[config.mk]
export PLATFORM = sky130hd
export DESIGN_NAME = stack_unit
export DESIGN_NICKNAME = d
export VERILOG_FILES = /design/src/rtl/stack_unit.sv
export SDC_FILE = /design/constraint.sdc
export NUM_CORES = 1
export LEC_CHECK = 0
export CORE_MARGIN = 3
export CORE_UTILIZATION = 41
export CTS_BUF_LIST = sky130_fd_sc_hd__clkbuf_16
export DETAILED_ROUTE_END_ITERATION = 10
export HOLD_SLACK_MARGIN = 0.08
export PLACE_DENSITY = 0.68
export SYNTH_ARGS = -nofsm -noshare
export SYNTH_HDL_FRONTEND = slang
export SYNTH_SLANG_ARGS = --single-unit
[constraint.sdc]
create_clock -name clk -period 7.65 [get_ports clk]
set_input_delay 1.53 -clock clk [delete_from_list [all_inputs] [get_ports clk]]
set_output_delay 1.53 -clock clk [all_outputs]
set_load 0.01 [all_outputs]
[src/rtl/stack_unit.sv]
// Parametrised LIFO stack with a registered top-of-stack output, replace-top,
// synchronous clear, full/empty status and sticky overflow/underflow flags.
module stack_unit #(
    parameter int DATA_W = 8,
    parameter int DEPTH  = 16,
    localparam int CNT_W = $clog2(DEPTH + 1)
) (
    input  logic              clk,
    input  logic              reset,
    input  logic              push,
    input  logic              pop,
    input  logic              clear,
    input  logic              err_clr,
    input  logic [DATA_W-1:0] data_in,
    output logic [DATA_W-1:0] data_out,
    output logic [CNT_W-1:0]  count,
    output logic              empty,
    output logic              full,
    output logic              overflow,
    output logic              underflow
);

    localparam int AW = (DEPTH > 1) ? $clog2(DEPTH) : 1;
    localparam logic [CNT_W-1:0] FULL_CNT = CNT_W'(DEPTH);
    localparam logic [CNT_W-1:0] ONE_CNT  = CNT_W'(1);
    localparam logic [CNT_W-1:0] TWO_CNT  = CNT_W'(2);

    logic [DATA_W-1:0] mem [DEPTH];

    logic [CNT_W-1:0]  count_q, count_d;
    logic [DATA_W-1:0] top_q, top_d;
    logic              ovf_q, ovf_d;
    logic              udf_q, udf_d;

    logic              is_empty, is_full;
    logic              do_push, do_pop, do_replace;
    logic              ovf_set, udf_set;
    logic              mem_we;
    logic [CNT_W-1:0]  wr_idx, rd_idx;
    logic [DATA_W-1:0] below_top;

    assign is_empty = (count_q == '0);
    assign is_full  = (count_q == FULL_CNT);

    // Push+pop on an empty stack degrades to a plain push and is never an error.
    always_comb begin
        do_push    = 1'b0;
        do_pop     = 1'b0;
        do_replace = 1'b0;
        ovf_set    = 1'b0;
        udf_set    = 1'b0;
        if (!clear) begin
            if (push && pop) begin
                do_replace = !is_empty;
                do_push    = is_empty;
            end else if (push) begin
                do_push = !is_full;
                ovf_set = is_full;
            end else if (pop) begin
                do_pop  = !is_empty;
                udf_set = is_empty;
            end
        end
    end

    assign mem_we = do_push || do_replace;
    assign wr_idx = do_replace ? (count_q - ONE_CNT) : count_q;
    assign rd_idx = count_q - TWO_CNT;
    assign below_top = (count_q >= TWO_CNT) ? mem[rd_idx[AW-1:0]] : '0;

    always_comb begin
        count_d = count_q;
        top_d   = top_q;
        if (clear) begin
            count_d = '0;
            top_d   = '0;
        end else if (do_push) begin
            count_d = count_q + ONE_CNT;
            top_d   = data_in;
        end else if (do_replace) begin
            top_d   = data_in;
        end else if (do_pop) begin
            count_d = count_q - ONE_CNT;
            top_d   = below_top;
        end
    end

    // A set on the same edge as err_clr wins.
    always_comb begin
        ovf_d = (ovf_q && !err_clr) || ovf_set;
        udf_d = (udf_q && !err_clr) || udf_set;
    end

    always_ff @(posedge clk or posedge reset) begin
        if (reset) begin
            count_q <= '0;
            top_q   <= '0;
            ovf_q   <= 1'b0;
            udf_q   <= 1'b0;
        end else begin
            count_q <= count_d;
            top_q   <= top_d;
            ovf_q   <= ovf_d;
            udf_q   <= udf_d;
        end
    end

    always_ff @(posedge clk) begin
        if (mem_we) begin
            mem[wr_idx[AW-1:0]] <= data_in;
        end
    end

    assign data_out  = top_q;
    assign count     = count_q;
    assign empty     = is_empty;
    assign full      = is_full;
    assign overflow  = ovf_q;
    assign underflow = udf_q;

endmodule

After elaboration in Yosys (flattened, before gate mapping) --
Memory sizes are Yosys's and may differ from the RTL's. Index checks and enable logic that the tools add are counted.
Operators by class: div/mod/pow operators 0, add/subtract/negate cells 3, $mul 0, bitwise operators 0, equal/unequal tests 2, magnitude comparators 1, shift operators 0, reductions and logical operators 13, multiplexer cells 28
Operator list (count):
- two-way mux 8 bit | 5
- two-way mux 5 bit | 4
- two-way mux 1 bit | 18
- adder 5 x 1 -> 5 bit, second input constant | 1
- == test 5 bit, second input constant | 1
- >= comparator 5 x 2 -> 1 bit, second input constant | 1
- zero test 5 bit | 1
- subtractor 5 x 1 -> 5 bit, second input constant | 1
- two-way mux 4 bit | 1
- nonzero test 4 bit | 1
- subtractor 4 x 2 -> 4 bit, second input constant | 1
- logical AND 1 bit | 3
- zero test 1 bit | 3
- logical OR 1 bit | 3
- inequality test 3 bit, second input constant | 1
- nonzero test 3 bit | 1
- AND reduction 2 bit | 1
Word-level totals: RAM bits 128, latch bits 0, bits in registers 15, memories kept 1, ROM bits 0, input port bits 14, logic and storage cells 52
Memory list:
- mem | words 16, bits a word 8, rd ports 1, clocked after memory_dff 0, write ports 1, line 28 | logic [DATA_W-1:0] mem [DEPTH];

Logic depth before layout (Yosys ltp) --
depth after elaboration 10, depth in mapped cells 9, mapped depth without buffers 7

Worst setup path after synthesis --
OpenSTA, ideal clock, no wires.
path type input-to-reg, start point input push, end point memory mem[5][0], enable pin, data arrival time 3.167 ns, path slack 4.088 ns, path buffers 0, required time 7.255 ns, cell stages on the path 4, library setup time 0.395 ns, cells stage by stage nor2b_1 -> nand4_1 -> xnor2_1 -> nor4_1
On the way: cells in the longest elaborated chain, start to end 6, elaborated cells between the ends (all ways) 10, classes of those cells mux: 8; reduce/logical: 2
RTL lines:
- from (decl) | line 10 | input logic push,
- two-way mux 1 bit or logical AND 1 bit (tied branches) | line 56, 53
- two-way mux 1 bit | line 53 | if (push && pop) begin
- two-way mux 1 bit | line 52 | if (!clear) begin
- logical OR 1 bit | line 66 | assign mem_we = do_push || do_replace;
- two-way mux 1 bit | line 109 | if (mem_we) begin
- two-way mux 1 bit (implied by the code) | line 110 | mem[wr_idx[AW-1:0]] <= data_in;
- to (decl) | line 28
Parallel ways exist; a longest one is shown, timed or not.

Final worst setup path --
start point register count_q[0], in the netlist count[0], end point output empty
On the way: cells in the longest elaborated chain, start to end 1
RTL lines:
- from (decl) | line 30 | logic [CNT_W-1:0] count_q, count_d;
- from (signal assigned) | line 101 | count_q <= count_d;
- zero test 5 bit | line 42 | assign is_empty = (count_q == '0);
- to (decl) | line 17 | output logic empty,
No other way between the ends.

==> summary.md <==
| Metric | Value |
|---|---|
| WL/cell | 23.2 um |
| Arr. time, crit path | 3120 ps |
| R2R setup slack | 3700 ps |
| Final setup margin | 3000 ps |
| Met1 Wirelength | 5.78 mm |
| Switch Pwr | 0.000808 W |
| Met2 wire length | 6.12 mm |
| Drc violations | 0 |
| Via count | 3299 |
| TritonCTS clock tree | done |
| Status | complete, no violations |
| Final setup viols | 0 |
| FP Rows | 44 |
| First-pass GRT wire length | 20.1 mm |
| Share of the synthesized area in the top cell type | 62.7% |
| Num Clock Sinks | 143 |
| Top cell type by total area after synthesis | edfxtp_1 |
| Antenna violations before repair | 0 |
| DR pass1 iterations | 5 |
| Critical path peak fanout | 41 |
| Aggregate global-route resource usage | 16.9% |
| Crit Path Class | flip-flop to primary output |
| Share of post-route cells with drive strength above 1 | 26.6% |
| Top_reg_cell synth | edfxtp_1 |
| Highest routed layer | met4 |
| Nets | 387 |
| Worst reg2reg path depth | 8 |
| Detailed router's first-iteration violation count | 468 |
| # IOs | 31 |
| GRT overflow | 0 |
| Top area cells in the synthesized netlist | edfxtp_1 (63%), mux4_2 (12%), dfrtp_1 (6.1%), mux2i_1 (2.0%), nor4_1 (1.7%) |
| I/O Buffers | 30 |
| Largest net degree at the start of global routing | 42 |
| Syn avg cell area | approximately 18 um2 |
| Hold Startpoint | underflow |
| Die Y | 128 um |
| H-tree lvl count | 4 |
| Hold Path Class | flip-flop to flip-flop |
| DR vias/cell | 5.86 |
| Min Clock Period, post-route | approximately 4600 ps |
| Internal Power | 0.00165 W |
| Post-Syn Area | 6130 um2 |
| Clock share of power | 29.9% |
| Hold Path Stages | 2 |
| Clk pin slew, worst setup/hold paths | 60 ps |
| Setup TNS | 0 ps |
| WL met3 | 698 um |
| Max-Cap Viols | 0 |
| Vias in the first global route | between 3000 and 4000 |
| CP Launch Type | flip-flop |
| Yosys cell types | 50 |
| Final Instance Count excl. Fillers | 563 |
| Fin. max-slew vios | 0 |
| Setup slack at placement | between 2000 and 3000 ps |
| Die area | 16500 um2 |
| Sw Share | approximately a third |
| Post-CTS Setup Bufs | 0 |
| Syn_nets | approximately 350 |
| Hold Crit Endpoint | underflow |
| Comb power frac | 31.9% |
| Final period util | 60.7% |
| ANT nets after route | 0 |
| CTS Root Cell | clkbuf_16 |
| Chip Width | between 100 and 150 um |
| Slew HR | between 20% and 30% |
| Sequential area share after synthesis | approximately 70% |
| Fmax | between 0.2 and 0.25 GHz |
| Maximum vdd drop | 189 uV |
| # hold bufs at CTS | 0 |
| Clock skew | between 8 and 9 ps |
| Detailed Route WL | between 10 and 15 mm |
| Final HPWL DP | 8.66 mm |
| Placed Cells | about 530 |
| Ant. Diodes | 0 |
| Core ar. | 14600 um2 |
| CP required | ~6100 ps |
| Cells after synthesis | about 330 |
| RSZ-0062 raised after global routing | false |
| CP Capture Type | primary output |
| GP Congestion | roughly 0.8 |
| Cts repair resizes | 0 |
| Yosys reg bits | 143 |
| R2r endpoint | mem[3][0] |
| Leakage power | 2.28 nW |
| EDFF count, synth | 128 |
| Maximum clock path buffer count | 2 |
| Total CTS buffers | 17 |
| Clock latency on the worst-skew pair | 420 ps |
| Hold Vio Cnt, Final | 0 |
| Yosys Warn Count | 0 |
| Sequential Power Share | 38.2% |
| RR Startpoint | count[0] |
| Worst-Margin Slew | 1110 ps |
| Pwr Density | 340 nW/um2 |
| FFs w/ async S/R, synth | approximately a tenth |
| P&R area growth vs syn | 17.9% |
| Starting Density | ~42% |
## cell usage after synthesis (2+ instances only)
| cell | n |
|---|---|
| nand3_1 | 9 |
| a21o_1 | 2 |
| inv_1 | 8 |
| nor3b_1 | 3 |
| o21ai_0 | 2 |
| ha_1 | 7 |
| nor2_1 | 6 |
| edfxtp_1 | 128 |
| o32ai_1 | 2 |
| clkbuf_1 | 5 |
| nand2_1 | 6 |
| nor4_1 | 17 |
| nand2b_1 | 4 |
| xnor2_1 | 3 |
| o211ai_1 | 9 |
| mux4_2 | 32 |
| mux2i_1 | 12 |
| a21oi_1 | 5 |
| buf_4 | 2 |
| a21oi_2 | 2 |
| nor2b_1 | 2 |
| mux2_2 | 9 |
| buf_2 | 8 |
| and4_1 | 2 |
| dfrtp_1 | 15 |
| a32oi_1 | 8 |
## sequential cells by signal (all words and copies together), names as in the netlist
signal	flops
overflow	1
count	5
underflow	1
data_out	8
mem	128
## critical path, cell delays in order, from the launching register on
cell	delay (ps)
dfrtp_2	390
buf_4	330
inv_1	340
ha_1	270
or4b_4	610
inv_2	170
clkdlybuf4s50_1	550
## worst max-delay path by stage
stage | from | slack (ps) | end | cells past startpoint
after CTS | count[0] | 2980 | empty | 6
after detailed placement | clear | 2570 | mem[3][3] | 5
after floorplan | push | 4090 | mem[5][0] | 4
after global routing | clear | 2700 | mem[3][0] | 5
final | count[0] | 3000 | empty | 6
after global placement | clear | 2700 | mem[3][1] | 5
## metal layers
layer | global-route usage, % | vias up
li1 | - | 1455
met1 | 24.5 | 1721
met2 | 24.1 | 97
met3 | 4.42 | 26
met4 | 7.49 | 0
met5 | 0 | -
## through the flow
stage | util, % | hold slack [ps] | cell area (um2) | power (W)
finish | 49.6 | 544 | 7230 | 0.00246
global route | 49.6 | 576 | 7230 | 0.00257
global placement | 45.9 | 540 | 6690 | 0.00173
floorplan | - | 550 | 6130 | 0.00149
CTS | 49.6 | 550 | 7230 | 0.00248
detailed placement | 45.9 | 540 | 6690 | 0.00174
## power by group through the flow
stage / clock (W) / sequential (W) / combinational, W
5_1_grt: 0.000784 / 0.000944 / 0.000842
3_3_place_gp: 0 / 0.000952 / 0.000779
6_report: 0.000736 / 0.000939 / 0.000786
4_1_cts: 0.000751 / 0.000939 / 0.000788
2_1_floorplan: 0 / 0.000942 / 0.000550
3_5_place_dp: 0 / 0.000955 / 0.000784
## cell type report
type                    count  area [um2]
multi-input cells         163        1890
clock inverters            15         116
clock buffers              17         425
repair buffers             32         315
flip-flops and latches    143        4220
well taps                 184         230
fillers                  1166        7360
inverters                   9        33.8
## layout by cell type, fill, tap and decap left out, types with 7 or more instances in the layout
cell type and instances:
a32oi_1 8, clkbuf_16 17, clkdlybuf4s50_1 30, dfrtp_1 14
edfxtp_1 128, ha_1 7, inv_1 8, mux2_2 9
mux2i_1 12, mux4_2 32, nand3_1 9, nor4_2 16
o211ai_1 9
## kinds of logic after synthesis
family / count (synthesis) / synth area share (%)
buffers and inverters: 26 / 2.00
multiplexers: 53 / 15.4
XOR/XNOR: 4 / 0.878
flip-flops: 143 / 68.8
AO/OA/AOI/OAI: 44 / 6.22
adder cells (fa/ha/maj): 7 / 1.43
AND/OR/NAND/NOR: 55 / 5.30
(Power assumes the default switching activity.)
